## config.mk

```make
export PLATFORM = sky130hd
export DESIGN_NAME = lfsr_arb_flat
export DESIGN_NICKNAME = d
export VERILOG_FILES = /design/src/rtl/lfsr_arb_if.sv /design/src/rtl/lfsr_arb.sv /design/src/flat_wrapper.sv
export SDC_FILE = /design/constraint.sdc
export NUM_CORES = 1
export LEC_CHECK = 0
export BUFFER_PORTS_ARGS = -buffer_cell sky130_fd_sc_hd__buf_2
export CORE_ASPECT_RATIO = 1.75
export CORE_MARGIN = 2
export CORE_UTILIZATION = 55
export CTS_CLUSTER_SIZE = 16
export DETAILED_ROUTE_END_ITERATION = 10
export GPL_TIMING_DRIVEN = 0
export PLACE_DENSITY_LB_ADDON = 0.05
export SLEW_MARGIN = 20
export SYNTH_ARGS = -nofsm -noshare
export SYNTH_HDL_FRONTEND = slang
export SYNTH_SLANG_ARGS = --single-unit
```

## constraint.sdc

```tcl
create_clock -name clk -period 3.92 [get_ports clk]
set_input_delay 0.98 -clock clk [delete_from_list [all_inputs] [get_ports clk]]
set_output_delay 0.98 -clock clk [all_outputs]
set_load 0.005 [all_outputs]
```

## src/rtl/lfsr_arb_if.sv

```systemverilog
// ---------------------------------------------------------------------------
// lfsr_arb_if
//
// Bundles the request/grant and random-data signals of lfsr_arb.
//
// Handshake: a requester raises req[i] and holds it until it sees gnt[i].
// gnt is one-hot and lasts one cycle per delivered word. rnd_valid equals
// |gnt and qualifies rnd_data in that same cycle. There is no backpressure:
// a word is consumed on the cycle it is presented.
//
// Signals:
//   seed_in    [15:0]  seed value used by seed_load
//   seed_load          load seed_in into the LFSR this cycle
//   enable             permits grants / stepping
//   req        [N-1:0] per-requester level request
//   gnt        [N-1:0] one-hot registered grant
//   rnd_valid          high while a word is delivered (|gnt)
//   rnd_data   [15:0]  word delivered with gnt
//   wrap               one-cycle pulse when the sequence returns to the seed
//   busy               high in RUN or WRAP
//   dbg_state  [1:0]   controller state (0 IDLE, 1 RUN, 2 WRAP)
//
// Modports: master = consumer/driver side, slave = lfsr_arb side.
// ---------------------------------------------------------------------------
interface lfsr_arb_if #(
    parameter int N = 4
);
    logic [15:0]  seed_in;
    logic         seed_load;
    logic         enable;
    logic [N-1:0] req;
    logic [N-1:0] gnt;
    logic         rnd_valid;
    logic [15:0]  rnd_data;
    logic         wrap;
    logic         busy;
    logic [1:0]   dbg_state;

    modport master (
        output seed_in, seed_load, enable, req,
        input  gnt, rnd_valid, rnd_data, wrap, busy, dbg_state
    );

    modport slave (
        input  seed_in, seed_load, enable, req,
        output gnt, rnd_valid, rnd_data, wrap, busy, dbg_state
    );
endinterface

```

## src/rtl/lfsr_arb.sv

```systemverilog
// ---------------------------------------------------------------------------
// lfsr_arb
//
// Shares one 16-bit maximal-length Fibonacci LFSR (taps 16,14,13,11) among
// N requesters. Requests are served round-robin, one word per grant, with a
// one-cycle latency from the sampled request to the registered grant. The
// controller counts steps since the last seed load and, after 65535 steps
// (one full period), inserts a single bubble cycle and pulses wrap.
//
// Parameters:
//   N             number of requesters (2..8)
//   SEED_DEFAULT  LFSR and seed register value after reset
//
// Ports:
//   clk    system clock, everything on the rising edge
//   reset  synchronous, active-high reset
//   bus    lfsr_arb_if.slave (seed/enable/req in, gnt/data/wrap/busy out)
//
// Optional feature (macro LFSR_FREERUN_EN):
//   defined   - in RUN the LFSR and step counter advance on every enabled
//               cycle; a grant returns the current pre-step value.
//   undefined - the LFSR and step counter advance only on a grant.
// ---------------------------------------------------------------------------
module lfsr_arb #(
    parameter int          N            = 4,
    parameter logic [15:0] SEED_DEFAULT = 16'h3C28
) (
    input  logic      clk,
    input  logic      reset,
    lfsr_arb_if.slave bus
);

    localparam int PW = (N > 1) ? $clog2(N) : 1;

    // Step counter value just before the step that completes a period.
    localparam logic [15:0] LAST_STEP = 16'hFFFE;
    localparam logic [N-1:0] ONE_HOT0 = N'(1);

    typedef enum logic [1:0] {
        IDLE = 2'd0,
        RUN  = 2'd1,
        WRAP = 2'd2
    } state_t;

    state_t          state;
    state_t          state_nxt;

    logic [15:0]     lfsr;
    logic [15:0]     seed_reg;
    logic [15:0]     step_cnt;
    logic [PW-1:0]   rr_ptr;
    logic [N-1:0]    gnt_q;
    logic [15:0]     rnd_data_q;
    logic            wrap_q;

    logic [15:0]     lfsr_nxt;
    logic [15:0]     seed_eff;
    logic [PW-1:0]   winner;
    logic            any_req;
    logic            do_grant;
    logic            do_step;
    logic            period_end;
    logic            wrap_set;

    // ------------------------------------------------------------------
    // Datapath helpers
    // ------------------------------------------------------------------
    assign lfsr_nxt = {lfsr[14:0], lfsr[15] ^ lfsr[13] ^ lfsr[12] ^ lfsr[10]};

    // The all-zero state is a lock-up state for an XOR LFSR.
    assign seed_eff = (bus.seed_in == 16'h0000) ? 16'h0001 : bus.seed_in;

    // Circular scan starting at rr_ptr: first asserted request wins.
    always_comb begin
        int idx;
        winner  = '0;
        any_req = 1'b0;
        idx     = 0;
        for (int i = 0; i < N; i++) begin
            idx = int'(rr_ptr) + i;
            if (idx >= N) begin
                idx = idx - N;
            end
            if (!any_req && bus.req[PW'(idx)]) begin
                any_req = 1'b1;
                winner  = PW'(idx);
            end
        end
    end

    // ------------------------------------------------------------------
    // Controller FSM: state register
    // ------------------------------------------------------------------
    always_ff @(posedge clk) begin
        if (reset) begin
            state <= IDLE;
        end else begin
            state <= state_nxt;
        end
    end

    // ------------------------------------------------------------------
    // Controller FSM: next state and datapath controls
    // ------------------------------------------------------------------
    always_comb begin
        state_nxt = state;
        do_grant  = 1'b0;
        do_step   = 1'b0;

        if (bus.seed_load) begin
            // A seed load overrides every other decision this cycle,
            // including the WRAP bubble.
            state_nxt = bus.enable ? RUN : IDLE;
        end else begin
            case (state)
                IDLE: begin
                    if (bus.enable) begin
                        state_nxt = RUN;
                    end
                end
                RUN: begin
                    if (!bus.enable) begin
                        state_nxt = IDLE;
                    end else begin
                        do_grant = any_req;
`ifdef LFSR_FREERUN_EN
                        do_step  = 1'b1;
`else
                        do_step  = any_req;
`endif
                        if (do_step && (step_cnt == LAST_STEP)) begin
                            state_nxt = WRAP;
                        end
                    end
                end
                WRAP: begin
                    state_nxt = bus.enable ? RUN : IDLE;
                end
                default: begin
                    state_nxt = IDLE;
                end
            endcase
        end
    end

    assign period_end = do_step && (step_cnt == LAST_STEP);

    // wrap is raised one cycle after entering WRAP, so it never overlaps
    // the grant of the period's final word (which is visible during WRAP).
    assign wrap_set = (state == WRAP) && !bus.seed_load;

    // ------------------------------------------------------------------
    // LFSR, counters and registered outputs
    // ------------------------------------------------------------------
    always_ff @(posedge clk) begin
        if (reset) begin
            lfsr       <= SEED_DEFAULT;
            seed_reg   <= SEED_DEFAULT;
            step_cnt   <= 16'h0000;
            rr_ptr     <= '0;
            gnt_q      <= '0;
            rnd_data_q <= 16'h0000;
            wrap_q     <= 1'b0;
        end else begin
            wrap_q <= wrap_set;
            gnt_q  <= do_grant ? (ONE_HOT0 << winner) : '0;

            if (bus.seed_load) begin
                lfsr     <= seed_eff;
                seed_reg <= seed_eff;
                step_cnt <= 16'h0000;
            end else if (do_step) begin
                if (period_end) begin
                    // After a full period the next value is the seed;
                    // reloading it keeps the register tied to the seed.
                    lfsr     <= seed_reg;
                    step_cnt <= 16'h0000;
                end else begin
                    lfsr     <= lfsr_nxt;
                    step_cnt <= step_cnt + 16'h0001;
                end
            end

            if (do_grant) begin
                rnd_data_q <= lfsr;
                rr_ptr     <= (winner == PW'(N - 1)) ? '0 : winner + PW'(1);
            end
        end
    end

    // ------------------------------------------------------------------
    // Outputs
    // ------------------------------------------------------------------
    assign bus.gnt       = gnt_q;
    assign bus.rnd_valid = |gnt_q;
    assign bus.rnd_data  = rnd_data_q;
    assign bus.wrap      = wrap_q;
    assign bus.busy      = (state == RUN) || (state == WRAP);
    assign bus.dbg_state = state;

endmodule

```

## src/flat_wrapper.sv

```systemverilog
// flat-port wrapper written by rule: the top's interface ports become plain ports
module lfsr_arb_flat 
#(
    parameter int          N            = 4,
    parameter logic [15:0] SEED_DEFAULT = 16'h3C28
)
  (clk, reset, bus_seed_in, bus_seed_load, bus_enable, bus_req, bus_gnt, bus_rnd_valid, bus_rnd_data, bus_wrap, bus_busy, bus_dbg_state);
  lfsr_arb_if #(.N(N)) bus_i ();
  input  logic clk;
  input  logic reset;
  input wire logic [$bits(bus_i.seed_in)-1:0] bus_seed_in;
  input wire logic [$bits(bus_i.seed_load)-1:0] bus_seed_load;
  input wire logic [$bits(bus_i.enable)-1:0] bus_enable;
  input wire logic [$bits(bus_i.req)-1:0] bus_req;
  output wire logic [$bits(bus_i.gnt)-1:0] bus_gnt;
  output wire logic [$bits(bus_i.rnd_valid)-1:0] bus_rnd_valid;
  output wire logic [$bits(bus_i.rnd_data)-1:0] bus_rnd_data;
  output wire logic [$bits(bus_i.wrap)-1:0] bus_wrap;
  output wire logic [$bits(bus_i.busy)-1:0] bus_busy;
  output wire logic [$bits(bus_i.dbg_state)-1:0] bus_dbg_state;
  assign bus_i.seed_in = bus_seed_in;
  assign bus_i.seed_load = bus_seed_load;
  assign bus_i.enable = bus_enable;
  assign bus_i.req = bus_req;
  assign bus_gnt = bus_i.gnt;
  assign bus_rnd_valid = bus_i.rnd_valid;
  assign bus_rnd_data = bus_i.rnd_data;
  assign bus_wrap = bus_i.wrap;
  assign bus_busy = bus_i.busy;
  assign bus_dbg_state = bus_i.dbg_state;
  lfsr_arb #(.N(N), .SEED_DEFAULT(SEED_DEFAULT)) u_core (.clk(clk), .reset(reset), .bus(bus_i));
endmodule
```

After elaboration in Yosys (flattened, before gate mapping)
Index checks and enable logic that the tools add are counted.
{"block": "op_classes", "n_mux": 39, "n_shift": 1, "add_sub_neg": 9, "n_eq_ne": 6, "n_bitwise": 4, "n_reduce_logical": 18, "order_cmp": 8}
{"op": "$mux 16", "n": 5}
{"op": "$mux 2", "n": 13}
{"op": "$add 16x1->16 const B", "n": 1}
{"op": "$eq 16x16->1 const B", "n": 1}
{"op": "$logic_not 16->1", "n": 1}
{"op": "$lt 2x4->1 const B", "n": 4}
{"op": "$mux 1", "n": 16}
{"op": "$ge 3x3->1 const B", "n": 3}
{"op": "$bmux 1 s2", "n": 4}
{"op": "$sub 2x1->2 const B", "n": 4}
{"op": "$add 2x2->3 const B", "n": 2}
{"op": "$logic_and 1x1->1", "n": 6}
{"op": "$pmux 2 s3", "n": 1}
{"op": "$eq 2x2->1 const B", "n": 2}
{"op": "$logic_not 1->1", "n": 4}
{"op": "$ne 4x3->1 const B", "n": 1}
{"op": "$reduce_or 2->1", "n": 2}
{"op": "$reduce_or 4->1", "n": 1}
{"op": "$shl 1x2->4 const A", "n": 1}
{"op": "$add 2x1->3 const B", "n": 1}
{"op": "$ge 2x3->1 const B", "n": 1}
{"op": "$ne 3x3->1 const B", "n": 1}
{"op": "$xor 1x1->1", "n": 3}
{"op": "$add 2x1->2 const B", "n": 1}
{"op": "6 further kinds", "n": 6}
{"block": "totals", "ff_bits": 73, "out_inout_bits": 25, "wordCells": 93, "input_bits": 24}

Longest topological paths before layout
Gate-level depths: netlist (run 1).
{"block": "depth", "ltp_word": 22, "ltp_mapped": 9}

Worst setup path before layout (run 1)
No wires, ideal clock.
{"block": "synth_path", "path_kind": "input to register", "start": "input port bus_seed_load", "end": "register u_core.step_cnt[12]", "setup_time_ns": 0.115, "path_slack_ns": 1.753, "arrival_time_ns": 2.052, "t_required_ns": 3.805, "stages": 6, "path_cell_list": "clkbuf_1 > and3b_1 > nand4_1 > nor4_1 > xnor2_1 > nor2_1"}
{"block": "synth_between", "elab_chain_cells": 3}
{"item": "start, declared", "line": "flat_wrapper.sv:12", "source": "input wire logic [$bits(bus_i.seed_load)-1:0] bus_seed_load;"}
{"item": "$mux 1", "line": "lfsr_arb.sv:110", "source": "if (bus.seed_load) begin"}
{"item": "$logic_and 1x1->1", "line": "lfsr_arb.sv:146", "source": "assign period_end = do_step && (step_cnt == LAST_STEP);"}
{"item": "$mux 16", "line": "lfsr_arb.sv:173", "source": "if (period_end) begin"}
{"item": "end signal, assigned", "line": "lfsr_arb.sv:180", "source": "step_cnt <= step_cnt + 16'h0001;"}
{"item": "end, declared", "line": "lfsr_arb.sv:50", "source": "logic [15:0] step_cnt;"}
Parallel ways exist; a longest one is shown, timed or not.
A chain may end at the register's enable or synchronous reset.

Final worst setup path (run 1)
{"block": "layout_path", "start": "input port bus_req[0]", "end": "register u_core.lfsr[15]"}
{"block": "layout_between", "elab_chain_cells": 20}
{"item": "start, declared", "line": "flat_wrapper.sv:14", "source": "input wire logic [$bits(bus_i.req)-1:0] bus_req;"}
{"item": "$bmux 1 s2", "line": "lfsr_arb.sv:84", "source": "if (!any_req && bus.req[PW'(idx)]) begin"}
{"item": "$mux 1 (not written as such) (2 in a row)", "line": "lfsr_arb.sv:84"}
{"item": "$mux 1", "line": "lfsr_arb.sv:84"}
{"item": "$logic_not 1->1", "line": "lfsr_arb.sv:84"}
{"item": "$logic_and 1x1->1", "line": "lfsr_arb.sv:84"}
{"item": "$mux 1", "line": "lfsr_arb.sv:84"}
{"item": "$logic_not 1->1", "line": "lfsr_arb.sv:84"}
{"item": "$logic_and 1x1->1", "line": "lfsr_arb.sv:84"}
{"item": "[... 3 more ...]"}
{"item": "$mux 1 (*)", "line": "lfsr_arb.sv:84"}
{"item": "$mux 1 (*)", "line": "lfsr_arb.sv:122", "source": "if (!bus.enable) begin"}
{"item": "$mux 1 (*)", "line": "lfsr_arb.sv:115", "source": "case (state)"}
{"item": "$mux 1 (*)", "line": "lfsr_arb.sv:110"}
{"item": "$logic_and 1x1->1", "line": "lfsr_arb.sv:146"}
{"item": "$mux 16", "line": "lfsr_arb.sv:173"}
{"item": "$mux 16", "line": "lfsr_arb.sv:172", "source": "end else if (do_step) begin"}
{"item": "$mux 16", "line": "lfsr_arb.sv:168", "source": "if (bus.seed_load) begin"}
{"item": "end signal, assigned", "line": "lfsr_arb.sv:176", "source": "lfsr <= seed_reg;"}
{"item": "end signal, assigned", "line": "lfsr_arb.sv:179", "source": "lfsr <= lfsr_nxt;"}
{"item": "end, declared", "line": "lfsr_arb.sv:48", "source": "logic [15:0] lfsr;"}
Mark *: on every way between the ends. The rest lies on a longest branch, timed or not. The select of a mux whose other input is x is not followed.

==> reports/qor.yml, run 1 <==
critPathKind: "in2reg"
cts_setup_buffers: 0
insertion_delay_ns: 0.35
final_nets: 475
cts_tree: "yes"
cts_buffers: 9
wl_per_cell_um: 15.69
p_leak_nw: 1.526
yosys_register_bits: 73
ys_seq_area_frac: 0.4378
drc_errors: 0
routed_wirelength_mm: 8.284
rows: 37
drt_iter0_drc: 120
grt_antenna_before_repair: 0
start_util: 0.5678
grt-ovfl-total: 0
diodes: 0
critPathMaxStageDelay_ns: 0.43
cp_slowest_cell: "nor4_4"
grt_max_degree: 12
post_cts_resized: 0
dpl.cell_count: 512
syn_avg_cell_area_um2: 8.604
syn-instance-count: 388
grt_setup_unrepaired: "false"
cp.buffers_inverters: 1
fin_ws_ns: 1.627
port_buffers: 46
grt_pass1_wl_mm: 13.30
die_w_um: 62.89
cap_violations: 0
async_reset_ff_frac: 0
ant_nets: 0
slew_headroom: 0.5701
final.period_utilization: 0.5849
finalWeightedCongestion: 0.8530
status: "completed"
finClkSkew_ns: 0.009669
final_layout_size_suffix_gt1_frac: 0.1889
fmax_mhz: 436.1
synth_area_mm2: 0.003338
cts_max_level: 3
worstMarginPinSlew_ns: 0.6448
cts_buffer_depth: 2
drt_pass1_iterations: 5
grt_pass1_vias: 2785
crit_arrival_ns: 2.55
coreArea_mm2: 0.005879
setup_viol: 0
timing.hold.ws_ns: 0.4511
vias: 3046
fin_setup_tns_ns: 0
layout_commonest_cell: "dfxtp_1"
hp-class: "reg2reg"
critical_path.max_fanout: 7
cts-root-buf: "clkbuf_8"
synth_cell_type_count: 51
finalHoldViolCount: 0
fin_cells: 528
place_ws_ns: 1.311
synth_edf_count: 0
critPathTopFamily: "simple AND/OR/NAND/NOR gates"
fin_crit_ns: 2.293
worstSetupStartpointType: "input pin"
p_per_area_mw_per_mm2: 389.3
crit_path_cell_trace: "buf_2 > nor4_4 > nor2_1 > nor2_1 > a21oi_1 > a311oi_1"
ctsHoldBuffers: 0
dpl.hpwl_mm: 6.115
cts_sinks: 73
area_delta_synth_final_pct: 15.59
dieArea_mm2: 0.006733
power.total_mw: 1.502
ys.flop_type: "dfxtp_1"
track_usage: 0.2563
vias_per_cell: 5.769
most-common-layout-cells: "dfxtp_1, nand2_1, nor2_1"
synth_nets: 418
pin_count: 49
die_y_um: 107.1
endpoint_kind: "flop"
irDropWorstVdd_v: 0.0003140
cpMostUsedCell: "nor2_1"
ys_warn_count: 0
clk_pin_slew_worst_paths_ns: 0.07
cp_data_required_time_ns: 4.18
slew_viol_final: 0
worst paths after layout:
check                                                          start  cells after the start                                   end  slack, ns
worst min-delay path            u_core.bus.rnd_data[10]$_SDFFE_PP0N_                      2  u_core.bus.rnd_data[10]$_SDFFE_PP0N_       0.45
worst max-delay path                                      bus_req[0]                      6          u_core.lfsr[15]$_SDFFE_PP0P_       1.63
worst min register to register  u_core.bus.rnd_data[10]$_SDFFE_PP0N_                      2  u_core.bus.rnd_data[10]$_SDFFE_PP0N_       0.45
worst max register to register  u_core.bus.dbg_state[1]$_SDFFE_PP0P_                      8  u_core.bus.rnd_data[14]$_SDFFE_PP0N_       1.85
Yosys cell counts, types with 8 or more instances:
cell      instances  share of area
nand2_1          58          0.065
xnor2_1          15          0.039
clkbuf_1         10          0.011
dfxtp_1          73           0.44
a21oi_1          28          0.042
nand3_1           8          0.012
mux2i_1          10          0.030
nor2_1           54          0.061
o21ai_0          11          0.016
inv_1             9          0.010
per-stage QoR:
stage	cell area (µm²)	utilization
6_report	3859	0.6563
5_1_grt	3859	0.6563
4_1_cts	3859	0.6563
3_5_place_dp	3666	0.6235
3_3_place_gp	3666	0.6235
2_1_floorplan	3338	-
where the power goes:
group	leakage (nW)	internal (mW)	switching (mW)
Clock	0.102	0.297	0.271
Combinational	0.827	0.0566	0.0871
Sequential	0.597	0.769	0.0211
Total	1.53	1.12	0.379
routing by layer:
metal  up-vias  share of wire  GRT usage  wire [µm]
met5         -              0          0          0
met4         0          0.022     0.1159        180
met3        18          0.053    0.04827        443
met2        99           0.53     0.4612       4413
met1      1451           0.39     0.2883       3247
li1       1478              -          -          -
worst min-delay path, delay by kind of cell (launching register included):
kind	cells	cell delay, ns
and+or+nand+nor	1	0.05
AOI/OAI and AO/OA	1	0.05
DFF	1	0.31
cell families (layout without fill, tap and decap cells):
group,count (synthesis),count (layout),synth area share
AOI/OAI and AO/OA,82,82,0.1683
DFF,73,73,0.4378
buffers and inverters,29,91,0.03823
muxes,10,10,0.02999
xor gates and xnor gates,19,19,0.04985
and+or+nand+nor,169,169,0.2534
adders and majority gates,6,6,0.02249
area by class of cell:
class,count,area [µm²]
tap,78,97.59
sequential,73,1461
clock inverter,2,10.01
multi-input combinational,286,1749
inverter,9,33.78
fill,539,2021
clock buffer,14,182.7
timing repair buffer,46,230.2
buffer,20,93.84
Power figures use the tool's default switching activity.
==> inputs of run 2 (changes only) <==
Clock period 3.92 ns to 2.18 ns, I/O delays scaled along.
==> reports/qor.yml, run 2 (synthesized netlist as in run 1, its figures left out) <==
finClkSkew_ns: 0.008719  # -0.0009503 ns
port_buffers: 46  # unchanged
wl_per_cell_um: 15.76  # +0.42%
insertion_delay_ns: 0.35  # about the same
track_usage: 0.2563  # unchanged
dieArea_mm2: 0.006733  # unchanged
finalHoldViolCount: 0  # unchanged
drt_pass1_iterations: 5  # unchanged
rows: 37  # unchanged
slew_headroom: 0.5784  # +0.008260
grt_max_degree: 12  # unchanged
grt_pass1_vias: 2785  # unchanged
clk_pin_slew_worst_paths_ns: 0.07  # about the same
layout_commonest_cell: "dfxtp_1"
irDropWorstVdd_v: 0.0005647  # +80%
fin_ws_ns: 0.1712  # -1.456 ns
rr_startpoint: "u_core.bus.dbg_state[1]$_SDFFE_PP0P_"
p_leak_nw: 1.524  # -0.11%
start_util: 0.5678  # unchanged
die_w_um: 62.89  # unchanged
place_ws_ns: 0.006103  # -1.305 ns
finalWeightedCongestion: 0.8530  # unchanged
fmax_mhz: 497.8
crit_arrival_ns: 2.28  # -0.27 ns
diodes: 0  # unchanged
critPathKind: "reg2reg"
status: "completed"
final_layout_size_suffix_gt1_frac: 0.1889  # unchanged
vias_per_cell: 5.750  # -0.33%
setup_viol: 0  # unchanged
grt-ovfl-total: 0  # unchanged
cap_violations: 0  # unchanged
cts-root-buf: "clkbuf_8"
fin_crit_ns: 2.009
cts_tree: "yes"
final_nets: 475  # unchanged
p_per_area_mw_per_mm2: 698.9  # +80%
min_from: "u_core.bus.rnd_data[10]$_SDFFE_PP0N_"
cts_max_level: 3  # unchanged
cts_sinks: 73  # unchanged
final.period_utilization: 0.9215
worstMarginPinSlew_ns: 0.6324  # -0.01239 ns
routed_wirelength_mm: 8.319  # +0.42%
coreArea_mm2: 0.005879  # unchanged
drt_iter0_drc: 110  # -8.3%
ctsHoldBuffers: 0  # unchanged
hp-class: "reg2reg"
die_y_um: 107.1  # unchanged
worstSetupStartpointType: "flop"
vias: 3036  # -0.33%
critical_path.max_fanout: 10  # +3
cp_data_required_time_ns: 2.45  # -1.73 ns
ant_nets: 0  # unchanged
drc_errors: 0  # unchanged
endpoint_kind: "flop"
cts_buffer_depth: 2  # unchanged
cp-startpoint: "u_core.bus.dbg_state[1]$_SDFFE_PP0P_"
grt_pass1_wl_mm: 13.30  # unchanged
cts_buffers: 9  # unchanged
slew_viol_final: 0  # unchanged
fin_setup_tns_ns: 0  # unchanged
grt_antenna_before_repair: 0  # unchanged
grt_setup_unrepaired: "false"
area_delta_synth_final_pct: 15.78
most-common-layout-cells: "dfxtp_1, nand2_1, nor2_1"
nFillCells: 535  # -0.74%
pin_count: 49  # unchanged
dpl.hpwl_mm: 6.115  # unchanged
==> run 2: through the flow <==
stage / power (mW) / std cells / util / area [µm²] / hold slack, ns
3_5_place_dp: 1.705 / 512 / 0.6235 / 3666 / 0.4446
5_1_grt: 2.799 / 528 / 0.6574 / 3865 / 0.4737
2_1_floorplan: 1.607 / 388 / - / 3338 / 0.4319
3_3_place_gp: 1.700 / 512 / 0.6235 / 3666 / 0.4419
6_report: 2.701 / 528 / 0.6574 / 3865 / 0.4511
4_1_cts: 2.710 / 528 / 0.6563 / 3859 / 0.4502
==> run 2: final timing paths <==
path                                                        endpoint  slack, ns  cells after the start
worst max-delay path            u_core.bus.rnd_data[14]$_SDFFE_PP0N_       0.17                      8
worst min-delay path            u_core.bus.rnd_data[10]$_SDFFE_PP0N_       0.45                      2
worst max register to register  u_core.bus.rnd_data[14]$_SDFFE_PP0N_       0.17                      8
worst min register to register  u_core.bus.rnd_data[10]$_SDFFE_PP0N_       0.45                      2
==> run 2: cell type report <==
class	count	area, µm²	share of cell area
inverter	9	33.78	0.008741
clock inverter	2	10.01	0.002590
multi-input combinational	286	1755	0.4542
clock buffer	14	182.7	0.04726
sequential	73	1461	0.3781
tap	78	97.59	0.02525
buffer	20	93.84	0.02428
timing repair buffer	46	230.2	0.05957
==> run 2: worst max-delay path, cell delays in order, from the launching register on <==
cell and delay (ns):
dfxtp_1 0.36, inv_1 0.10, ha_1 0.23, nand2_1 0.14, nor3_4 0.26, buf_2 0.33
buf_2 0.28, nand2_1 0.09, a21oi_1 0.15
==> run 2: what timing repair did <==
item / 4_1_cts / 5_1_grt
setup buffers: 0 / 0
resized for setup: 0 / 1
setup endpoints to repair: 0 / 8
==> run 2: routing by layer <==
metal / vias to the layer above / share of wire / wire (µm) / track usage
li1: 1478 / - / - / -
met1: 1459 / 0.40 / 3338 / 0.2883
met5: - / 0 / 0 / 0
met3: 17 / 0.043 / 360 / 0.04827
met4: 0 / 0.022 / 180 / 0.1159
met2: 82 / 0.53 / 4440 / 0.4612
==> run 2: power breakdown <==
part	switching, mW	internal, mW
clock network	0.486	0.535
registers	0.0380	1.38
logic	0.157	0.102
total	0.682	2.02
==> inputs of run 3 (changes only) <==
Settings changed: CORE_UTILIZATION 55 to 48, HOLD_SLACK_MARGIN set to 0.1, SETUP_SLACK_MARGIN set to 0.05.
==> reports/qor.yml, run 3 (synthesized netlist as in run 1, its figures left out) <==
status: "completed"
p_leak_nw: 1.546  # +1.4%
p_per_area_mw_per_mm2: 756.6  # +8.3%
finalHoldViolCount: 0  # unchanged
critPathTopFamily: "simple AND/OR/NAND/NOR gates"
grt_antenna_before_repair: 0  # unchanged
min_from: "u_core.bus.rnd_data[5]$_SDFFE_PP0N_"
cts_sinks: 73  # unchanged
critical_path.max_fanout: 9  # -1
slew_viol_final: 0  # unchanged
coreArea_mm2: 0.006807  # +16%
die_y_um: 114.3  # +6.8%
timing.hold.ws_ns: 0.4507  # -0.0003980 ns
worstMarginPinSlew_ns: 0.6079  # -0.02445 ns
grt_max_degree: 11  # -1
ctsHoldBuffers: 0  # unchanged
drc_errors: 0  # unchanged
grt_pass1_wl_mm: 13.88  # +4.3%
rr_startpoint: "u_core.step_cnt[0]$_SDFFE_PP0N_"
finClkSkew_ns: 0.003958  # -0.004761 ns
globalRouteMet3Util: 0.03835  # -0.009921
cp.buffers_inverters: 2  # -1
clk_pin_slew_worst_paths_ns: 0.05  # -0.02 ns
endpoint_kind: "flop"
final_nets: 475  # unchanged
rows: 40  # +8.1%
vias_per_cell: 5.501  # -4.3%
cts-root-buf: "clkbuf_16"
most-common-layout-cells: "dfxtp_1, nand2_1, nor2_1"
crit_arrival_ns: 2.14  # -0.14 ns
fin_area_mm2: 0.003934  # +1.8%
worstSetupStartpointType: "flop"
gr-max-usage-layer: "met2"
grt_pass1_vias: 2850  # +2.3%
cts_tree: "yes"
postLayoutCoreUtil: 0.5779  # -0.07943
setup_viol: 0  # unchanged
critPathMaxStageDelay_ns: 0.39  # +0.03 ns
dpl.hpwl_mm: 6.467  # +5.8%
cts_buffer_depth: 2  # unchanged
slew_headroom: 0.5947  # +0.01630
grt_setup_unrepaired: "false"
dieArea_mm2: 0.007664  # +14%
routed_wirelength_mm: 8.518  # +2.4%
critPathKind: "reg2reg"
pin_count: 49  # unchanged
final.period_utilization: 0.8932  # -0.02824
wl_per_cell_um: 16.04  # +1.8%
irDropWorstVdd_v: 0.0005179  # -8.3%
cp-startpoint: "u_core.step_cnt[0]$_SDFFE_PP0N_"
cts_max_level: 3  # unchanged
final_layout_size_suffix_gt1_frac: 0.1812  # -0.007681
cp_data_required_time_ns: 2.37  # -0.08 ns
hp-class: "reg2reg"
start_util: 0.4904  # -0.07734
met1_usage: 0.2704  # -0.01789
fmax_mhz: 513.5  # +3.2%
cap_violations: 0  # unchanged
drt_iter0_drc: 173  # +57%
die_w_um: 67.04  # +6.6%
postPlaceCellArea_mm2: 0.003674  # +0.20%
fin_setup_tns_ns: 0  # unchanged
cpMostUsedCell: "and3_1"
finalWeightedCongestion: 0.8335  # -2.3%
fin_crit_ns: 1.947  # -0.06157 ns
layout_commonest_cell: "dfxtp_1"
area_delta_synth_final_pct: 17.84
track_usage: 0.2430  # -0.01330
insertion_delay_ns: 0.33  # -0.02 ns
ant_nets: 0  # unchanged
crit_path_cell_trace: "inv_1 > ha_1 > and3_1 > and3_1 > clkbuf_2 > and4_1 > o31ai_1 > a211oi_1"
port_buffers: 46  # unchanged
vias: 2921  # -3.8%
grt-ovfl-total: 0  # unchanged
met2_usage: 0.4376  # -0.02362
drt_pass1_iterations: 4  # -1
diodes: 0  # unchanged
cts_buffers: 9  # unchanged
cp_slowest_cell: "dfxtp_1"
## run 3: cell count changes in the layout (fill, tap and decap cells not counted), sizes merged
cell	previous run	this run
buf	55	54
clkbuf	25	24
clkinv	2	1
## run 3: power by group
group / total [mW] / internal (mW) / switching (mW)
Clock: 1.30 / 0.780 / 0.516
Combinational: 0.258 / 0.102 / 0.155
Sequential: 1.42 / 1.39 / 0.0377
## run 3: worst register-to-register path, stage by stage (launching register included)
cell and delay [ns]:
dfxtp_1 0.39, inv_1 0.06, ha_1 0.19, and3_1 0.20, and3_1 0.18, clkbuf_2 0.19, and4_1 0.24, o31ai_1 0.25
a211oi_1 0.12
## run 3: cell type report
class	count	area, µm²
clock inverter	1	5.005
tap	84	105.1
inverter	9	33.78
multi-input combinational	286	1755
sequential	73	1461
fill	670	2873
buffer	20	96.34
clock buffer	12	246.5
timing repair buffer	46	230.2
## run 3: through the flow
stage          setup slack [ns]  power [mW]  cells
2_1_floorplan            0.4483       1.607    388
3_3_place_gp         -0.0001137       1.702    518
3_5_place_dp            0.01896       1.707    518
4_1_cts                  0.1244       2.997    531
5_1_grt                 0.07371       3.084    531
6_report                 0.2328       2.976    531
## run 3: worst paths after layout
path                                         end  slack [ns]  depth (start not counted)
max                  u_core.lfsr[0]$_SDFFE_PP0P_        0.23                          8
min          u_core.bus.rnd_data[5]$_SDFFE_PP0N_        0.45                          2
max reg2reg          u_core.lfsr[0]$_SDFFE_PP0P_        0.23                          8
min reg2reg  u_core.bus.rnd_data[5]$_SDFFE_PP0N_        0.45                          2
## run 3: what timing repair did
action / CTS / global route
hold endpoints to repair: 0 / 0
setup endpoints to repair: 0 / 10
gates resized for setup: 0 / 2
setup buffers: 0 / 0
## run 3: metal layers
metal	routed length (µm)	vias to the layer above
li1	-	1474
met1	3421	1379
met2	4689	57
met3	256	11
met4	150	0
met5	0	-
